<file path="config.mk">
export PLATFORM = sky130hd
export DESIGN_NAME = sfp_ctrl_flat
export DESIGN_NICKNAME = d
export VERILOG_FILES = /design/src/rtl/sfp_pkg.sv /design/src/rtl/sfp_ctrl_if.sv /design/src/rtl/sfp_ctrl.sv /design/src/flat_wrapper.sv
export SDC_FILE = /design/constraint.sdc
export NUM_CORES = 1
export LEC_CHECK = 0
export ABC_AREA = 1
export BUFFER_PORTS_ARGS = -buffer_cell sky130_fd_sc_hd__buf_2
export CAP_MARGIN = 5
export CORE_MARGIN = 2
export CORE_UTILIZATION = 30
export DETAILED_ROUTE_END_ITERATION = 8
export GPL_TIMING_DRIVEN = 0
export PLACE_DENSITY = 0.65
export SLEW_MARGIN = 10
export SYNTH_ARGS = -nofsm -noshare
export SYNTH_HDL_FRONTEND = slang
export SYNTH_SLANG_ARGS = --single-unit
</file>
<file path="constraint.sdc">
create_clock -name clk -period 2.8 [get_ports clk]
set_clock_uncertainty 0.2 [all_clocks]
set_input_delay 0.14 -clock clk [delete_from_list [all_inputs] [get_ports clk]]
set_output_delay 0.14 -clock clk [all_outputs]
set_load 0.01 [all_outputs]
</file>
<file path="src/rtl/sfp_pkg.sv">
// Shared definitions for the sfp controller slice.
//   - default widths for the input element, psum/threshold and length fields
//   - controller FSM state encoding
//   - small helper that picks the state that follows accumulation
package sfp_pkg;

  localparam int BW_DEF      = 4;   // input element width
  localparam int PSUM_BW_DEF = 16;  // psum / threshold width
  localparam int LEN_BW_DEF  = 8;   // accumulation length width

  typedef enum logic [2:0] {
    IDLE = 3'd0,
    CLR  = 3'd1,
    ACC  = 3'd2,
    RELU = 3'd3,
    OUT  = 3'd4
  } sfp_state_e;

  // After the psum is complete the job either takes the ReLU step or goes
  // straight to presenting the result.
  function automatic sfp_state_e post_acc_state(input logic relu);
    return relu ? RELU : OUT;
  endfunction

endpackage

</file>
<file path="src/rtl/sfp_ctrl_if.sv">
// Streaming and datapath-control bundle between sfp_ctrl and its parent.
//   in_valid/in_ready/in_data     : signed input beats into the controller
//   out_valid/out_ready/out_data  : result stream out of the controller
//   sfp_acc/sfp_relu/sfp_clr      : strobes to the sfp datapath
//   sfp_in/sfp_thres              : element and threshold to the datapath
//   sfp_out                       : psum returned by the datapath
// master = controller side, slave = parent/environment side.
interface sfp_ctrl_if
  import sfp_pkg::*;
#(
  parameter int bw      = BW_DEF,
  parameter int psum_bw = PSUM_BW_DEF
);

  logic               in_valid;
  logic               in_ready;
  logic [bw-1:0]      in_data;

  logic               out_valid;
  logic               out_ready;
  logic [psum_bw-1:0] out_data;

  logic               sfp_acc;
  logic               sfp_relu;
  logic               sfp_clr;
  logic [bw-1:0]      sfp_in;
  logic [psum_bw-1:0] sfp_thres;
  logic [psum_bw-1:0] sfp_out;

  modport master (
    input  in_valid, in_data, out_ready, sfp_out,
    output in_ready, out_valid, out_data,
           sfp_acc, sfp_relu, sfp_clr, sfp_in, sfp_thres
  );

  modport slave (
    output in_valid, in_data, out_ready, sfp_out,
    input  in_ready, out_valid, out_data,
           sfp_acc, sfp_relu, sfp_clr, sfp_in, sfp_thres
  );

endinterface

</file>
<file path="src/rtl/sfp_ctrl.sv">
// Sequencing controller for an external sfp (accumulate / threshold-ReLU)
// datapath. A job is requested with a one-cycle start in IDLE; the job
// parameters are latched at that point and held for the whole job.
// Flow: IDLE -> CLR (one cycle, clears the datapath) -> ACC (accept len
// beats, gaps allowed) -> RELU (optional, one cycle) -> OUT (hold result
// until accepted) -> IDLE, with done pulsing the cycle after the handshake.
// The controller never touches psum values; the datapath owns all
// arithmetic and sign extension.
// Ports:
//   clk, reset        : clock, asynchronous active-high reset
//   start             : job request, looked at only while idle
//   len, relu_en,
//   thres_in          : job parameters, latched with start
//   busy              : high whenever not idle
//   done              : one-cycle completion pulse
//   bus (master)      : input/result streams and datapath controls
module sfp_ctrl
  import sfp_pkg::*;
#(
  parameter int bw      = BW_DEF,
  parameter int psum_bw = PSUM_BW_DEF,
  parameter int len_bw  = LEN_BW_DEF
) (
  input  logic               clk,
  input  logic               reset,
  input  logic               start,
  input  logic [len_bw-1:0]  len,
  input  logic               relu_en,
  input  logic [psum_bw-1:0] thres_in,
  output logic               busy,
  output logic               done,
  sfp_ctrl_if.master         bus
);

  localparam logic [len_bw-1:0] len_one = len_bw'(1);

  sfp_state_e         state, state_n;

  logic [len_bw-1:0]  len_q;
  logic               relu_q;
  logic [psum_bw-1:0] thres_q;
  logic [len_bw-1:0]  cnt;
  logic [len_bw-1:0]  cnt_inc;
  logic               clr_q;
  logic               done_q;

  logic               beat;       // beat accepted this cycle
  logic               last_beat;  // accepted beat is the len-th one
  logic [bw-1:0]      elem;

  assign cnt_inc   = cnt + len_one;
  assign beat      = (state == ACC) && bus.in_valid;
  assign last_beat = beat && (cnt_inc == len_q);

  // ---------------------------------------------------------------- FSM
  always_ff @(posedge clk or posedge reset) begin
    if (reset) state <= IDLE;
    else       state <= state_n;
  end

  always_comb begin
    state_n = state;
    unique case (state)
      IDLE: if (start) state_n = CLR;
      CLR: begin
        if (len_q != '0) state_n = ACC;
        else             state_n = post_acc_state(relu_q);
      end
      ACC:  if (last_beat) state_n = post_acc_state(relu_q);
      RELU: state_n = OUT;
      OUT:  if (bus.out_ready) state_n = IDLE;
      default: state_n = IDLE;
    endcase
  end

  // ------------------------------------------- job parameters / counter
  always_ff @(posedge clk or posedge reset) begin
    if (reset) begin
      len_q   <= '0;
      relu_q  <= 1'b0;
      thres_q <= '0;
      cnt     <= '0;
    end else begin
      // Only an idle controller takes a new job, so parameters stay
      // frozen for the job in flight even if start toggles.
      if ((state == IDLE) && start) begin
        len_q   <= len;
        relu_q  <= relu_en;
        thres_q <= thres_in;
      end
      if (state == CLR)  cnt <= '0;
      else if (beat)     cnt <= cnt_inc;
    end
  end

  // sfp_clr drives the datapath's asynchronous clear, so it comes straight
  // from a flop rather than from state decode. It is set on entry to CLR
  // and drops on the way out, which makes it exactly the CLR cycle.
  // done is likewise registered: the cycle after the OUT handshake.
  always_ff @(posedge clk or posedge reset) begin
    if (reset) begin
      clr_q  <= 1'b0;
      done_q <= 1'b0;
    end else begin
      clr_q  <= (state_n == CLR);
      done_q <= (state == OUT) && bus.out_ready;
    end
  end

  // ------------------------------------------------------------ outputs
  assign elem          = bus.in_data;
  assign busy          = (state != IDLE);
  assign done          = done_q;

  assign bus.in_ready  = (state == ACC);
  assign bus.sfp_acc   = beat;
  assign bus.sfp_relu  = (state == RELU);
  assign bus.sfp_clr   = clr_q;
  assign bus.sfp_in    = elem;
  assign bus.sfp_thres = thres_q;

  // The datapath holds its psum while no strobe is active, so passing it
  // through unmodified keeps out_data stable for as long as OUT lasts.
  assign bus.out_valid = (state == OUT);
  assign bus.out_data  = (state == OUT) ? bus.sfp_out : '0;

endmodule

</file>
<file path="src/flat_wrapper.sv">
// flat-port wrapper written by rule: the top's interface ports become plain ports
module sfp_ctrl_flat import sfp_pkg::*;
#(
  parameter int bw      = BW_DEF,
  parameter int psum_bw = PSUM_BW_DEF,
  parameter int len_bw  = LEN_BW_DEF
)
  (clk, reset, start, len, relu_en, thres_in, busy, done, bus_in_valid, bus_in_data, bus_out_ready, bus_sfp_out, bus_in_ready, bus_out_valid, bus_out_data, bus_sfp_acc, bus_sfp_relu, bus_sfp_clr, bus_sfp_in, bus_sfp_thres);
  sfp_ctrl_if #(.bw(bw), .psum_bw(psum_bw)) bus_i ();
  input  logic clk;
  input  logic reset;
  input  logic start;
  input  logic [len_bw-1:0] len;
  input  logic relu_en;
  input  logic [psum_bw-1:0] thres_in;
  output logic busy;
  output logic done;
  input wire logic [$bits(bus_i.in_valid)-1:0] bus_in_valid;
  input wire logic [$bits(bus_i.in_data)-1:0] bus_in_data;
  input wire logic [$bits(bus_i.out_ready)-1:0] bus_out_ready;
  input wire logic [$bits(bus_i.sfp_out)-1:0] bus_sfp_out;
  output wire logic [$bits(bus_i.in_ready)-1:0] bus_in_ready;
  output wire logic [$bits(bus_i.out_valid)-1:0] bus_out_valid;
  output wire logic [$bits(bus_i.out_data)-1:0] bus_out_data;
  output wire logic [$bits(bus_i.sfp_acc)-1:0] bus_sfp_acc;
  output wire logic [$bits(bus_i.sfp_relu)-1:0] bus_sfp_relu;
  output wire logic [$bits(bus_i.sfp_clr)-1:0] bus_sfp_clr;
  output wire logic [$bits(bus_i.sfp_in)-1:0] bus_sfp_in;
  output wire logic [$bits(bus_i.sfp_thres)-1:0] bus_sfp_thres;
  assign bus_i.in_valid = bus_in_valid;
  assign bus_i.in_data = bus_in_data;
  assign bus_i.out_ready = bus_out_ready;
  assign bus_i.sfp_out = bus_sfp_out;
  assign bus_in_ready = bus_i.in_ready;
  assign bus_out_valid = bus_i.out_valid;
  assign bus_out_data = bus_i.out_data;
  assign bus_sfp_acc = bus_i.sfp_acc;
  assign bus_sfp_relu = bus_i.sfp_relu;
  assign bus_sfp_clr = bus_i.sfp_clr;
  assign bus_sfp_in = bus_i.sfp_in;
  assign bus_sfp_thres = bus_i.sfp_thres;
  sfp_ctrl #(.bw(bw), .psum_bw(psum_bw), .len_bw(len_bw)) u_core (.clk(clk), .reset(reset), .start(start), .len(len), .relu_en(relu_en), .thres_in(thres_in), .busy(busy), .done(done), .bus(bus_i));
endmodule
</file>
### After elaboration in Yosys (flattened, before gate mapping)

Index checks and enable logic that the tools add are counted.
Widths: inputs -> output; s select.

* muxes and demuxes: 9
* add/subtract/negate cells: 1
* reductions and logical operators: 8
* equal/unequal tests: 6

Operators by type and width (count)
* $mux 16: 1
* $mux 8: 2
* $mux 3: 5
* $pmux 3 s5: 1
* $add 8x1->8 const B: 1
* $eq 8x8->1: 1
* $reduce_bool 8->1: 1
* $eq 3x1->1 const B: 2
* $eq 3x2->1 const B: 2
* $logic_and 1x1->1: 4
* $eq 3x3->1 const B: 1
* $logic_not 3->1: 1
* $reduce_bool 3->1: 1
* $reduce_bool 2->1: 1

* register bits: 38
* logic and storage cells: 31
* output and inout bits: 43

### Longest topological paths before layout

Gate-level depths: netlist of the first run.

* depth in word-level cells: 6
* mapped depth: 12

### Worst setup path after synthesis of the first run

OpenSTA, ideal clock, no wires.

* kind: register -> register
* start point: register u_core.cnt[0]
* end point: register u_core.state[1]
* clock period less this slack: 1694 ps
* arrival: 1378 ps
* stages on the path, launching flop included: 13
* library setup time: 117 ps
* slack: 1106 ps
* required time: 2483 ps
* cells stage by stage: dfrtp_1 > ha_1 > inv_1 > nand2_1 > nand2_1 > nor2_1 > nand2_1 > nor2_1 > nand4_1 > nor2_1 > nand3_1 > nand2_1 > nand2_1

* cells in the longest elaborated chain, start to end: 5

RTL lines
* from (decl): line sfp_ctrl.sv:42 `logic [len_bw-1:0] cnt;`
* from (signal assigned): line sfp_ctrl.sv:92 `else if (beat) cnt <= cnt_inc;`
* $add 8x1->8: line sfp_ctrl.sv:51 `assign cnt_inc = cnt + len_one;`
* $eq 8x8->1: line sfp_ctrl.sv:53 `assign last_beat = beat && (cnt_inc == len_q);`
* $logic_and 1x1->1: line sfp_ctrl.sv:53
* $mux 3: line sfp_ctrl.sv:69 `ACC: if (last_beat) state_n = post_acc_state(relu_q);`
* $pmux 3 s5: line sfp_ctrl.sv:63 `unique case (state)`
* named net u_core.state_n[1]: line sfp_ctrl.sv:37 `sfp_state_e state, state_n;`
* to (signal assigned): line sfp_ctrl.sv:58 `else state <= state_n;`
* to (decl): line sfp_ctrl.sv:37

The timed path passes the listed nets, and every way through them passes these cells.
A chain may end at the register's enable or synchronous reset.

### Final worst setup path of the first run

* start point: register u_core.state[1]
* end point: output port bus_out_data[14]

* cells in the longest elaborated chain, start to end: 2

RTL lines
* $eq 3x3->1: line sfp_ctrl.sv:125 `assign bus.out_data = (state == OUT) ? bus.sfp_out : '0;`
* $mux 16: line sfp_ctrl.sv:125
* to (decl): line flat_wrapper.sv:24 `output wire logic [$bits(bus_i.out_data)-1:0] bus_out_data;`

No other way between the ends.

==> impl_results.rst, run 1 <==
.. list-table::
   :header-rows: 1

   * - Metric
     - Value
   * - Pin count of the biggest net entering global routing
     - 39
   * - Share of the clock period used by the worst path after layout
     - 71.7%
   * - Fraction of post-synthesis cell area in the top cell type by area
     - 48.9%
   * - Placed Area
     - 2480 um^2
   * - Crit path arrival time
     - 1.67 ns
   * - Category of the most critical setup path
     - reg2out
   * - Largest delay share family, worst path
     - simple AND/OR/NAND/NOR gates
   * - Sequential area share after synthesis
     - 48.9%
   * - I/O pin count
     - 93
   * - Most used cell along the critical path
     - sky130_fd_sc_hd__nor2_1
   * - Sw power
     - 1.06 mW
   * - First-pass GRT wire length
     - 8370 um
   * - Post-detailed-route wirelength per cell
     - 10.5 um
   * - Total grt overflow
     - 0
   * - Total Neg Setup Slack
     - 0 ns
   * - Outcome
     - complete, no violations
   * - Unique cell type count in the Yosys netlist
     - 21
   * - Clock sink count
     - 38
   * - Share of power burned in registers
     - 38.6%
   * - Reg2Reg Launch Point
     - u_core.cnt[0]
   * - Startpoint of the most critical hold path
     - bus_in_valid
   * - Worst supply voltage drop on vdd
     - 0.460 mV
   * - Core Box Area
     - 6310 um^2
   * - Fraction of power consumed by the clock network
     - 14.7%
   * - Maximum fanout along the worst path
     - 10
   * - Max-slew violation total from the final report
     - 0
   * - Unrepaired setup endpoints after global routing
     - false
   * - Type of the most critical hold path
     - in2reg
   * - First-pass iteration count of the detailed router
     - 5
   * - Max Clock Freq
     - 498 MHz
   * - Count of buffers inserted at the top-level ports
     - 88
   * - Antenna violations before repair
     - 0
   * - Cells taking the most area after synthesis
     - sky130_fd_sc_hd__dfrtp_1, sky130_fd_sc_hd__nand2_1, sky130_fd_sc_hd__inv_1
   * - Worst slew margin
     - 46.0%
   * - Design internal power
     - 1.41 mW
   * - CTS clk-pin slew, worst paths
     - 0.07 ns
   * - X dimension of the die
     - 84.5 um
   * - Total number of vias
     - 2,047
   * - Layout cell share with drive strength beyond 1
     - 27.8%
   * - Required time of the critical path
     - 2.46 ns
   * - Vias in the first global route
     - 2,010
   * - Post-synthesis to final-layout area growth
     - 45.8%
   * - Endpoint class of the critical path
     - output pin
   * - Critical path's slowest cell
     - sky130_fd_sc_hd__dfrtp_1
   * - Max incr delay on CP
     - 0.42 ns
   * - Number of inserted filler cells in the final layout
     - 649
   * - Number of instances in the synthesized netlist
     - 270
   * - Ratio of total power to cell area
     - 873 nW/um^2
   * - Total Die Area
     - 7140 um^2
   * - Cell Area, Synth
     - 1940 um^2
   * - Syn Nets
     - 321
   * - CTS root buffer
     - sky130_fd_sc_hd__clkbuf_8
   * - HPWL Detailed
     - 3600 um
   * - Final worst slack
     - 0.792 ns
   * - Number of nets in the layout
     - 443
   * - Static leakage
     - 1.65 nW
   * - Detailed router's first-iteration violation count
     - 75
   * - Row count
     - 29
   * - Total power
     - 2.47 mW
   * - Final antenna diode count
     - 0
   * - Fraction of power consumed by combinational cells
     - 46.6%
   * - TritonCTS clock tree
     - yes
   * - Largest area contributor in the synthesized netlist
     - sky130_fd_sc_hd__dfrtp_1
   * - Count of final hold-check violations
     - 0
   * - Finish-stage setup viols
     - 0
   * - Number of buffers between clock root and the deepest sink
     - 2
   * - Starting density of the core
     - 30.8%
   * - Origin of the worst setup path
     - u_core.state[1]
   * - Placement Setup Slack
     - 0.851 ns
   * - Placer's final routability congestion estimate
     - 0.812
   * - Skew-Pair Late Insertion Delay
     - 0.29 ns
   * - CTS buffer count
     - 5
   * - Total routed wirelength
     - 4930 um
   * - Number of violations of the max-capacitance limit
     - 0
   * - Design area
     - 2830 um^2
   * - Flop and latch count out of synthesis
     - 38
   * - Cell chain of the critical path
     - nor2_1 -> nand2_1 -> clkbuf_1 -> nor2_1 -> buf_2
   * - Die height
     - 84.5 um
   * - Number of nets with antenna violations after routing
     - 0
   * - Level count of the clock H-tree
     - 2
   * - Warnings from Yosys
     - 0
   * - Via density per instance
     - 4.36
   * - Element type at the critical path start
     - flip-flop
   * - DRC violation count after routing
     - 0
   * - Setup Fix Bufs, Post-CTS
     - 0
   * - GRT Util Overall
     - 14.1%
   * - Minimum period implied by the final worst setup slack
     - 2.01 ns
   * - Switching power as a share of total power
     - 42.9%
   * - Synthesized area divided by synthesized cell count
     - 7.20 um^2
   * - Buf/Inv on CP
     - 2
   * - Slew at the pin closest to its max-slew limit
     - 0.809 ns
## worst paths after layout
path | end | slack, ns | depth (start not counted)
max | bus_out_data[14] | 0.79 | 5
min | u_core.cnt[7] | 0.05 | 5
max reg2reg | u_core.state[1] | 0.85 | 12
min reg2reg | u_core.bus.sfp_thres[5] | 0.28 | 2
max in group asynchronous | u_core.state[1] | 1.54 | 3
min in group asynchronous | u_core.bus.sfp_thres[15] | 0.35 | 3
## kinds of logic (layout without fill, tap and decap cells)
| logic type | after synthesis | in the layout | synth area share (%) |
|---|---|---|---|
| DFF | 38 | 38 | 48.9 |
| adders and majority gates | 1 | 1 | 0.644 |
| AOI/OAI and AO/OA | 18 | 18 | 5.09 |
| and+or+nand+nor | 155 | 155 | 33.1 |
| buffers and inverters | 58 | 180 | 12.2 |
## per-stage QoR
stage / std cells / hold WS (ns) / utilization, %
2_1_floorplan: 270 / 0.0462 / -
3_3_place_gp: 435 / 0.132 / 39.3
3_5_place_dp: 435 / 0.136 / 39.3
4_1_cts: 469 / 0.0474 / 44.9
5_1_grt: 469 / 0.0883 / 44.9
6_report: 469 / 0.0488 / 44.9
## power groups by stage
| stage | registers (mW) | clock network, mW | logic, mW |
|---|---|---|---|
| finish | 0.956 | 0.364 | 1.15 |
| detailed placement | 0.959 | 0 | 1.13 |
| floorplan | 0.994 | 0 | 0.698 |
| global route | 0.986 | 0.399 | 1.33 |
| global placement | 0.956 | 0 | 1.11 |
| CTS | 0.955 | 0.378 | 1.17 |
## layer usage
| metal | part of all wire [%] | track usage [%] | vias up |
|---|---|---|---|
| met5 | 0 | 0 | - |
| met4 | 1.1 | 3.90 | 0 |
| met3 | 4.8 | 3.15 | 6 |
| met2 | 52 | 25.8 | 63 |
| met1 | 42 | 16.6 | 923 |
| li1 | - | - | 1055 |
## layout by cell type (no fill, tap or decap), types with 2 or more instances in the layout
cell type,count
sky130_fd_sc_hd__buf_2,92
sky130_fd_sc_hd__buf_4,4
sky130_fd_sc_hd__clkbuf_1,2
sky130_fd_sc_hd__clkbuf_8,5
sky130_fd_sc_hd__clkinvlp_4,2
sky130_fd_sc_hd__dfrtp_1,38
sky130_fd_sc_hd__dlygate4sd3_1,27
sky130_fd_sc_hd__inv_1,46
sky130_fd_sc_hd__nand2_1,99
sky130_fd_sc_hd__nand3_1,14
sky130_fd_sc_hd__nand3_2,2
sky130_fd_sc_hd__nand4_1,4
sky130_fd_sc_hd__nor2_1,29
sky130_fd_sc_hd__nor3_1,2
sky130_fd_sc_hd__o21ai_0,11
sky130_fd_sc_hd__o22ai_1,6
## tightest hold or removal path, delay by kind of cell
family / cells / cell delay, ns
simple gates: 2 / 0.11
buf+inv: 2 / 0.17
compound gates: 1 / 0.07
## flip-flops by register name, indices dropped and copies added (netlist names)
name,flops
u_core.bus.sfp_clr,1
u_core.bus.sfp_thres,16
u_core.cnt,8
u_core.done,1
u_core.len_q,8
u_core.relu_q,1
u_core.state,3
## Yosys cell counts
library cell               instances
sky130_fd_sc_hd__nand2_1          99
sky130_fd_sc_hd__nand4_1           4
sky130_fd_sc_hd__inv_1            47
sky130_fd_sc_hd__ha_1              1
sky130_fd_sc_hd__nor2_2            1
sky130_fd_sc_hd__o21ai_0          11
sky130_fd_sc_hd__nand3_2           2
sky130_fd_sc_hd__and2_1            1
sky130_fd_sc_hd__nor3_1            2
sky130_fd_sc_hd__dfrtp_1          38
sky130_fd_sc_hd__nand3b_1          1
sky130_fd_sc_hd__nor2_4            1
sky130_fd_sc_hd__nor2_1           29
sky130_fd_sc_hd__clkinv_1          1
sky130_fd_sc_hd__a31oi_1           1
sky130_fd_sc_hd__nand3_1          14
sky130_fd_sc_hd__or2_2             1
sky130_fd_sc_hd__buf_4             4
sky130_fd_sc_hd__buf_2             4
sky130_fd_sc_hd__clkbuf_1          2
sky130_fd_sc_hd__o22ai_1           6
## repair_timing
item,4_1_cts,5_1_grt
endpoints found under the hold margin,64,0
hold buffers,27,0
resized for setup,0,0
endpoints found under the setup margin,0,0
## final cells by class
class	instances	area (um^2)	area share, %
Buffer	10	57.6	2.03
Clock inverter	2	15.0	0.530
Tap cell	77	96.3	3.40
Timing Repair Buffer	115	711	25.1
Multi-Input combinational cell	174	754	26.6
Clock buffer	5	68.8	2.43
Inverter	48	180	6.36
Sequential cell	38	951	33.6
No activity file was read; power rests on OpenSTA's default activity.
==> run 2: changes to the inputs <==
--- a/config.mk
+++ b/config.mk
@@ -5,7 +5,7 @@
 export SDC_FILE = /design/constraint.sdc
 export NUM_CORES = 1
 export LEC_CHECK = 0
-export ABC_AREA = 1
+export ABC_AREA = 0
 export BUFFER_PORTS_ARGS = -buffer_cell sky130_fd_sc_hd__buf_2
 export CAP_MARGIN = 5
 export CORE_MARGIN = 2
==> constraint.sdc (replaced) <==
create_clock -name clk -period 1.95 [get_ports clk]
set_clock_uncertainty 0.2 [all_clocks]
set_input_delay 0.0975 -clock clk [delete_from_list [all_inputs] [get_ports clk]]
set_output_delay 0.0975 -clock clk [all_outputs]
set_load 0.01 [all_outputs]
==> impl_results.rst, run 2 <==
.. list-table::
   :header-rows: 1

   * - Metric
     - Value
   * - Outcome
     - complete, no violations
   * - Most frequent cells in the layout
     - sky130_fd_sc_hd__buf_2, sky130_fd_sc_hd__dfrtp_1, sky130_fd_sc_hd__dlygate4sd3_1
   * - Row count
     - 29
   * - Endpoint class of the critical path
     - flip-flop
   * - Slack of the worst reg-to-reg path
     - 0.04 ns
   * - Cell Area, Synth
     - 1950 um^2
   * - Final worst slack
     - 0.0382 ns
   * - Cells on Worst Hold Path
     - 4
   * - Number of flip-flops in the largest register
     - 16
   * - Pin count of the biggest net entering global routing
     - 39
   * - Maximum fanout along the worst path
     - 2
   * - Fraction of post-synthesis cell area in the top cell type by area
     - 48.8%
   * - Max Clock Freq
     - 523 MHz
   * - Fraction of power consumed by the clock network
     - 14.8%
   * - Number of nets in the layout
     - 349
   * - Reg2Reg Launch Point
     - u_core.cnt[0]
   * - Ratio of total power to cell area
     - 1180 nW/um^2
   * - Post-synthesis to final-layout area growth
     - 49.9%
   * - Worst Hold End
     - u_core.bus.sfp_clr
   * - Static leakage
     - 1.42 nW
   * - CTS buffer count
     - 5
   * - Flop and latch count out of synthesis
     - 38
   * - Sequential area share after synthesis
     - 48.8%
   * - Worst slew margin
     - 47.5%
   * - Total grt overflow
     - 0
   * - Top cells by count, synth
     - sky130_fd_sc_hd__dfrtp_1, sky130_fd_sc_hd__mux2_1, sky130_fd_sc_hd__and2_1, sky130_fd_sc_hd__nand2_1, sky130_fd_sc_hd__xnor2_1
   * - Core Box Area
     - 6310 um^2
   * - CTS root buffer
     - sky130_fd_sc_hd__clkbuf_8
   * - Largest area contributor in the synthesized netlist
     - sky130_fd_sc_hd__dfrtp_1
   * - Switching power as a share of total power
     - 36.7%
   * - Die height
     - 84.6 um
   * - Fraction of synthesis flops using an asynchronous set or reset pin
     - 100%
   * - Category of the most critical setup path
     - reg2reg
   * - Starting density of the core
     - 30.8%
   * - Placement Setup Slack
     - -0.0443 ns
   * - Number of violations of the max-capacitance limit
     - 0
   * - Unique cell type count in the Yosys netlist
     - 38
   * - Most frequent standard cell in the layout excluding fill and tap cells
     - sky130_fd_sc_hd__buf_2
   * - Element type at the critical path start
     - flip-flop
   * - Clock sink count
     - 38
   * - X dimension of the die
     - 84.6 um
   * - Warnings from Yosys
     - 0
   * - Minimum period implied by the final worst setup slack
     - 1.91 ns
   * - First-pass iteration count of the detailed router
     - 3
   * - Level count of the clock H-tree
     - 2
   * - Synthesized area divided by synthesized cell count
     - 11.5 um^2
   * - Antenna violations before repair
     - 0
   * - First-pass GRT wire length
     - 7600 um
   * - Total number of vias
     - 1,680
   * - Detailed router's first-iteration violation count
     - 25
   * - Final antenna diode count
     - 0
   * - HPWL Detailed
     - 3130 um
   * - Tightest hold margin
     - 0.0759 ns
   * - Count of buffers inserted at the top-level ports
     - 88
   * - Type of the most critical hold path
     - in2reg
   * - Number of cells on the worst reg-to-reg path
     - 6
   * - Startpoint of the most critical hold path
     - start
   * - Fraction of power consumed by combinational cells
     - 45.7%
   * - Design internal power
     - 2.18 mW
   * - Finish-stage setup viols
     - 0
   * - Most used DFF post-synth
     - sky130_fd_sc_hd__dfrtp_1
   * - GRT Util Overall
     - 13.0%
   * - Util after Layout
     - 46.2%
   * - Crit path arrival time
     - 1.93 ns
   * - Share of the clock period used by the worst path after layout
     - 98.0%
   * - Skew-Pair Late Insertion Delay
     - 0.29 ns
   * - Vias in the first global route
     - 1,674
   * - I/O pin count
     - 93
   * - Placed Cells
     - 335
   * - Worst supply voltage drop on vdd
     - 0.868 mV
   * - Max-slew violation total from the final report
     - 0
   * - Number of nets with antenna violations after routing
     - 0
   * - Syn Nets
     - 221
   * - Cells taking the most area after synthesis
     - sky130_fd_sc_hd__dfrtp_1, sky130_fd_sc_hd__mux2_1, sky130_fd_sc_hd__and2_1
   * - Count of final hold-check violations
     - 0
   * - Layout cell share with drive strength beyond 1
     - 41.9%
   * - Required time of the critical path
     - 1.96 ns
   * - Total routed wirelength
     - 4470 um
   * - DRC violation count after routing
     - 0
   * - Sw power
     - 1.26 mW
   * - Post-detailed-route wirelength per cell
     - 11.9 um
   * - Total Die Area
     - 7150 um^2
   * - Most frequently used cell type in the post-synthesis netlist
     - sky130_fd_sc_hd__dfrtp_1
   * - Number of buffers between clock root and the deepest sink
     - 2
   * - Fin cells
     - 375
   * - Placer's final routability congestion estimate
     - 0.804
   * - CTS clk-pin slew, worst paths
     - 0.07 ns
   * - Share of power burned in registers
     - 39.4%
   * - Number of enable flip-flop cells after synthesis
     - 0
   * - Reg-to-reg endpoint
     - u_core.state[0]
   * - TritonCTS clock tree
     - yes
   * - Slew at the pin closest to its max-slew limit
     - 0.787 ns
   * - Via density per instance
     - 4.48
   * - Number of instances in the synthesized netlist
     - 170
run 2: worst max-delay path by stage:
stage | startpoint | to | slack, ns | depth (start not counted)
finish | u_core.cnt[0] | u_core.state[0] | 0.04 | 6
global route | u_core.cnt[0] | u_core.state[0] | -0.006 | 6
CTS | u_core.cnt[1] | u_core.state[0] | 0.0001 | 6
detailed placement | u_core.cnt[0] | u_core.state[0] | -0.04 | 6
global placement | u_core.cnt[0] | u_core.state[2] | -0.03 | 6
floorplan | u_core.cnt[0] | u_core.state[0] | 0.09 | 6
run 2: layer usage:
metal / up-vias / GRT usage, % / part of all wire, %
met1: 777 / 15.0 / 41
met3: 9 / 2.95 / 6.8
met2: 67 / 23.5 / 50
met4: 0 / 4.76 / 2.0
li1: 827 / - / -
met5: - / 0 / 0
run 2: repair_timing:
| item | in CTS | in global routing |
|---|---|---|
| gates resized for setup | 3 | 9 |
| cloned | 0 | 0 |
| pin swaps | 2 | 1 |
| hold buffers | 27 | 0 |
| buffers inserted | 5 | 1 |
| setup endpoints to repair | 23 | 20 |
| endpoints found under the hold margin | 65 | 0 |
run 2: cell families after synthesis:
logic type               share of synthesized area (%)
AND/OR/NAND/NOR                                   20.6
flip-flops                                        48.8
multiplexers                                      13.9
AO/OA/AOI/OAI                                     4.76
XOR/XNOR                                          7.20
buffers and inverters                             4.11
adder cells (fa/ha/maj)                          0.643
run 2: metrics by stage:
step                instance area, um^2  power [mW]  TNS [ns]
detailed placement                 2480        2.80    -0.270
global placement                   2480        2.76   -0.0900
floorplan                          1950        2.30         0
global route                       2920        3.71  -0.00610
finish                             2920        3.45         0
CTS                                2880        3.44         0
run 2: power by group through the flow:
| stage | registers, mW | clock network (mW) | logic, mW |
|---|---|---|---|
| CTS | 1.36 | 0.526 | 1.56 |
| detailed placement | 1.38 | 0 | 1.43 |
| global placement | 1.36 | 0 | 1.39 |
| finish | 1.36 | 0.511 | 1.58 |
| floorplan | 1.43 | 0 | 0.875 |
| global route | 1.41 | 0.557 | 1.74 |
run 2: worst max-delay path: stages (launching register included):
cell and delay [ns]:
sky130_fd_sc_hd__dfrtp_2 0.42, sky130_fd_sc_hd__ha_2 0.29, sky130_fd_sc_hd__xor2_1 0.14, sky130_fd_sc_hd__nor3_1 0.16, sky130_fd_sc_hd__nand3_1 0.12, sky130_fd_sc_hd__or3_4 0.36
sky130_fd_sc_hd__o21ai_1 0.15
run 2: cell type report:
| class | count | area, um^2 |
|---|---|---|
| fill | 607 | 3390 |
| sequential | 38 | 953 |
| multi-input combinational | 118 | 948 |
| timing repair buffer | 121 | 756 |
| tap | 77 | 96.3 |
| clock buffer | 7 | 76.3 |
| buffer | 8 | 66.3 |
| inverter | 6 | 22.5 |
==> run 3: changes to the inputs <==
--- a/config.mk
+++ b/config.mk
@@ -12,7 +12,8 @@
 export CORE_UTILIZATION = 30
 export DETAILED_ROUTE_END_ITERATION = 8
 export GPL_TIMING_DRIVEN = 0
-export PLACE_DENSITY = 0.65
+export PLACE_DENSITY = 0.52
+export RECOVER_POWER = 25
 export SLEW_MARGIN = 10
 export SYNTH_ARGS = -nofsm -noshare
 export SYNTH_HDL_FRONTEND = slang
==> impl_results.rst, run 3 (synthesis gave the netlist of run 2 again) <==
.. list-table::
   :header-rows: 1

   * - Metric
     - Value
   * - Endpoint class of the critical path
     - flip-flop
   * - Most frequent standard cell in the layout excluding fill and tap cells
     - sky130_fd_sc_hd__buf_2
   * - Cell chain of the critical path
     - ha_4 -> xor2_1 -> nor3_1 -> nand3_1 -> or3_4 -> o21ai_2
   * - Minimum period implied by the final worst setup slack
     - 1.95 ns
   * - Max incr delay on CP
     - 0.46 ns
   * - Ratio of total power to cell area
     - 1260 nW/um^2
   * - Outcome
     - finished with violations
   * - Post-synthesis to final-layout area growth
     - 52.8%
   * - Vias in the first global route
     - 1,601
   * - Die height
     - 84.6 um
   * - Final antenna diode count
     - 0
   * - Number of buffers between clock root and the deepest sink
     - 2
   * - HPWL Detailed
     - 3190 um
   * - Met2 WL post-DR
     - 2170 um
   * - Number of flip-flops in the largest register
     - 16
   * - CTS root buffer
     - sky130_fd_sc_hd__clkbuf_8
   * - CTS clk-pin slew, worst paths
     - 0.08 ns
   * - Largest delay share family, worst path
     - simple AND/OR/NAND/NOR gates
   * - Via density per instance
     - 4.39
   * - Number of nets in the layout
     - 350
   * - Static leakage
     - 1.44 nW
   * - Total Die Area
     - 7150 um^2
   * - Design internal power
     - 2.48 mW
   * - Post-detailed-route wirelength per cell
     - 11.7 um
   * - Share of the clock period used by the worst path after layout
     - 100%
   * - Reg2Reg Launch Point
     - u_core.cnt[0]
   * - Finish-stage setup viols
     - 2
   * - Max-slew violation total from the final report
     - 0
   * - Startpoint of the most critical hold path
     - start
   * - First-pass GRT wire length
     - 7200 um
   * - Layout cell share with drive strength beyond 1
     - 40.3%
   * - Detailed router's first-iteration violation count
     - 46
   * - Skew-Pair Late Insertion Delay
     - 0.29 ns
   * - Row count
     - 29
   * - Util after Layout
     - 47.1%
   * - Most frequent cells in the layout
     - sky130_fd_sc_hd__buf_2, sky130_fd_sc_hd__dfrtp_1, sky130_fd_sc_hd__dlygate4sd3_1
   * - Placer's final routability congestion estimate
     - 0.782
   * - Switching power as a share of total power
     - 33.9%
   * - Slew at the pin closest to its max-slew limit
     - 0.641 ns
   * - First-pass iteration count of the detailed router
     - 4
   * - Required time of the critical path
     - 1.96 ns
   * - Element type at the critical path start
     - flip-flop
   * - Total number of vias
     - 1,655
   * - Total routed wirelength
     - 4400 um
   * - DRC violation count after routing
     - 0
   * - Final worst slack
     - -0.00384 ns
   * - Fraction of power consumed by combinational cells
     - 41.8%
   * - Failing checks
     - negative setup slack
   * - DR top layer
     - met4
   * - TritonCTS clock tree
     - yes
   * - Count of buffers inserted at the top-level ports
     - 88
   * - Number of inserted filler cells in the final layout
     - 605
   * - Level count of the clock H-tree
     - 2
   * - Share of power burned in registers
     - 36.4%
   * - Clock sink count
     - 38
   * - Core Box Area
     - 6310 um^2
   * - Antenna violations before repair
     - 0
   * - GRT Util Overall
     - 12.6%
   * - CTS buffer count
     - 5
   * - Total Neg Setup Slack
     - -0.00698 ns
   * - Fraction of power consumed by the clock network
     - 21.8%
   * - Count of final hold-check violations
     - 0
   * - Routed met1 length
     - 1840 um
   * - Worst slew margin
     - 57.2%
   * - Number of nets with antenna violations after routing
     - 0
   * - Met3 wirelength from detailed routing
     - 299 um
   * - Max Clock Freq
     - 512 MHz
   * - Pin count of the biggest net entering global routing
     - 27
   * - Worst supply voltage drop on vdd
     - 0.682 mV
   * - Buf/Inv on CP
     - 0
   * - Total grt overflow
     - 0
   * - I/O pin count
     - 93
   * - Number of violations of the max-capacitance limit
     - 0
   * - Type of the most critical hold path
     - in2reg
   * - X dimension of the die
     - 84.6 um
   * - Crit. path cell count
     - 6
   * - Crit path arrival time
     - 1.97 ns
   * - Placement Setup Slack
     - -0.0523 ns
   * - Cells on Worst Hold Path
     - 4
   * - Critical path's slowest cell
     - sky130_fd_sc_hd__dfrtp_2
   * - Starting density of the core
     - 30.8%
   * - Category of the most critical setup path
     - reg2reg
   * - Maximum fanout along the worst path
     - 4
   * - Number of cells on the worst reg-to-reg path
     - 6
   * - Origin of the worst setup path
     - u_core.cnt[0]
   * - Sw power
     - 1.27 mW
-- run 3: changes by cell type in the layout (fill, tap and decap cells not counted), sizes merged --
| cell | change |
|---|---|
| bufinv | +2 |
| buf | -4 |
| clkbuf | +4 |
-- run 3: worst paths after layout --
kind / to / slack, ns
setup reg to reg: u_core.state[0] / -0.004
setup / recovery: u_core.state[0] / -0.004
hold reg to reg: u_core.bus.sfp_thres[2] / 0.28
hold / removal: u_core.bus.sfp_clr / 0.08
min in group asynchronous: u_core.bus.sfp_thres[10] / 0.18
max in group asynchronous: u_core.state[0] / 0.33
-- run 3: area by class of cell --
cell class | instances | area [um^2] | share of cell area (%)
Multi-Input combinational cell | 118 | 943 | 31.7
Sequential cell | 38 | 953 | 32.0
Timing Repair Buffer | 122 | 756 | 25.4
Inverter | 6 | 22.5 | 0.757
Clock buffer | 6 | 82.6 | 2.78
Buffer | 8 | 61.3 | 2.06
Tap cell | 77 | 96.3 | 3.24
Clock inverter | 2 | 60.1 | 2.02
-- run 3: repair_timing --
item,CTS,global route
endpoints found under the setup margin,22,23
gates resized for setup,3,4
hold endpoints to repair,65,0
pin swaps,2,0
setup buffers,3,3
gates cloned,0,0
hold buffers,27,0
-- run 3: worst min-delay path, delay by kind of cell --
family	cells	cell delay [ns]
and+or+nand+nor	1	0.06
buffers and inverters	3	0.37
-- run 3: power by group through the flow --
stage / Sequential (mW) / Clock, mW / Combinational, mW
after global placement: 1.37 / 0 / 1.41
after CTS: 1.37 / 0.845 / 1.53
after global routing: 1.43 / 0.880 / 1.73
after floorplan: 1.43 / 0 / 0.875
after detailed placement: 1.37 / 0 / 1.43
final: 1.37 / 0.817 / 1.57
-- run 3: stage by stage --
stage | hold slack, ns | std cells | area (um^2) | power [mW]
after global routing | 0.0851 | 377 | 2980 | 4.04
final | 0.0786 | 377 | 2980 | 3.75
after global placement | 0.112 | 335 | 2480 | 2.78
after floorplan | 0.0200 | 170 | 1950 | 2.30
after detailed placement | -0.132 | 336 | 2500 | 2.81
after CTS | 0.0788 | 374 | 2950 | 3.74
-- run 3: metal layers --
layer	global-route usage, %	vias up
li1	-	835
met1	15.1	748
met2	21.6	66
met3	2.65	6
met4	5.63	0
met5	0	-
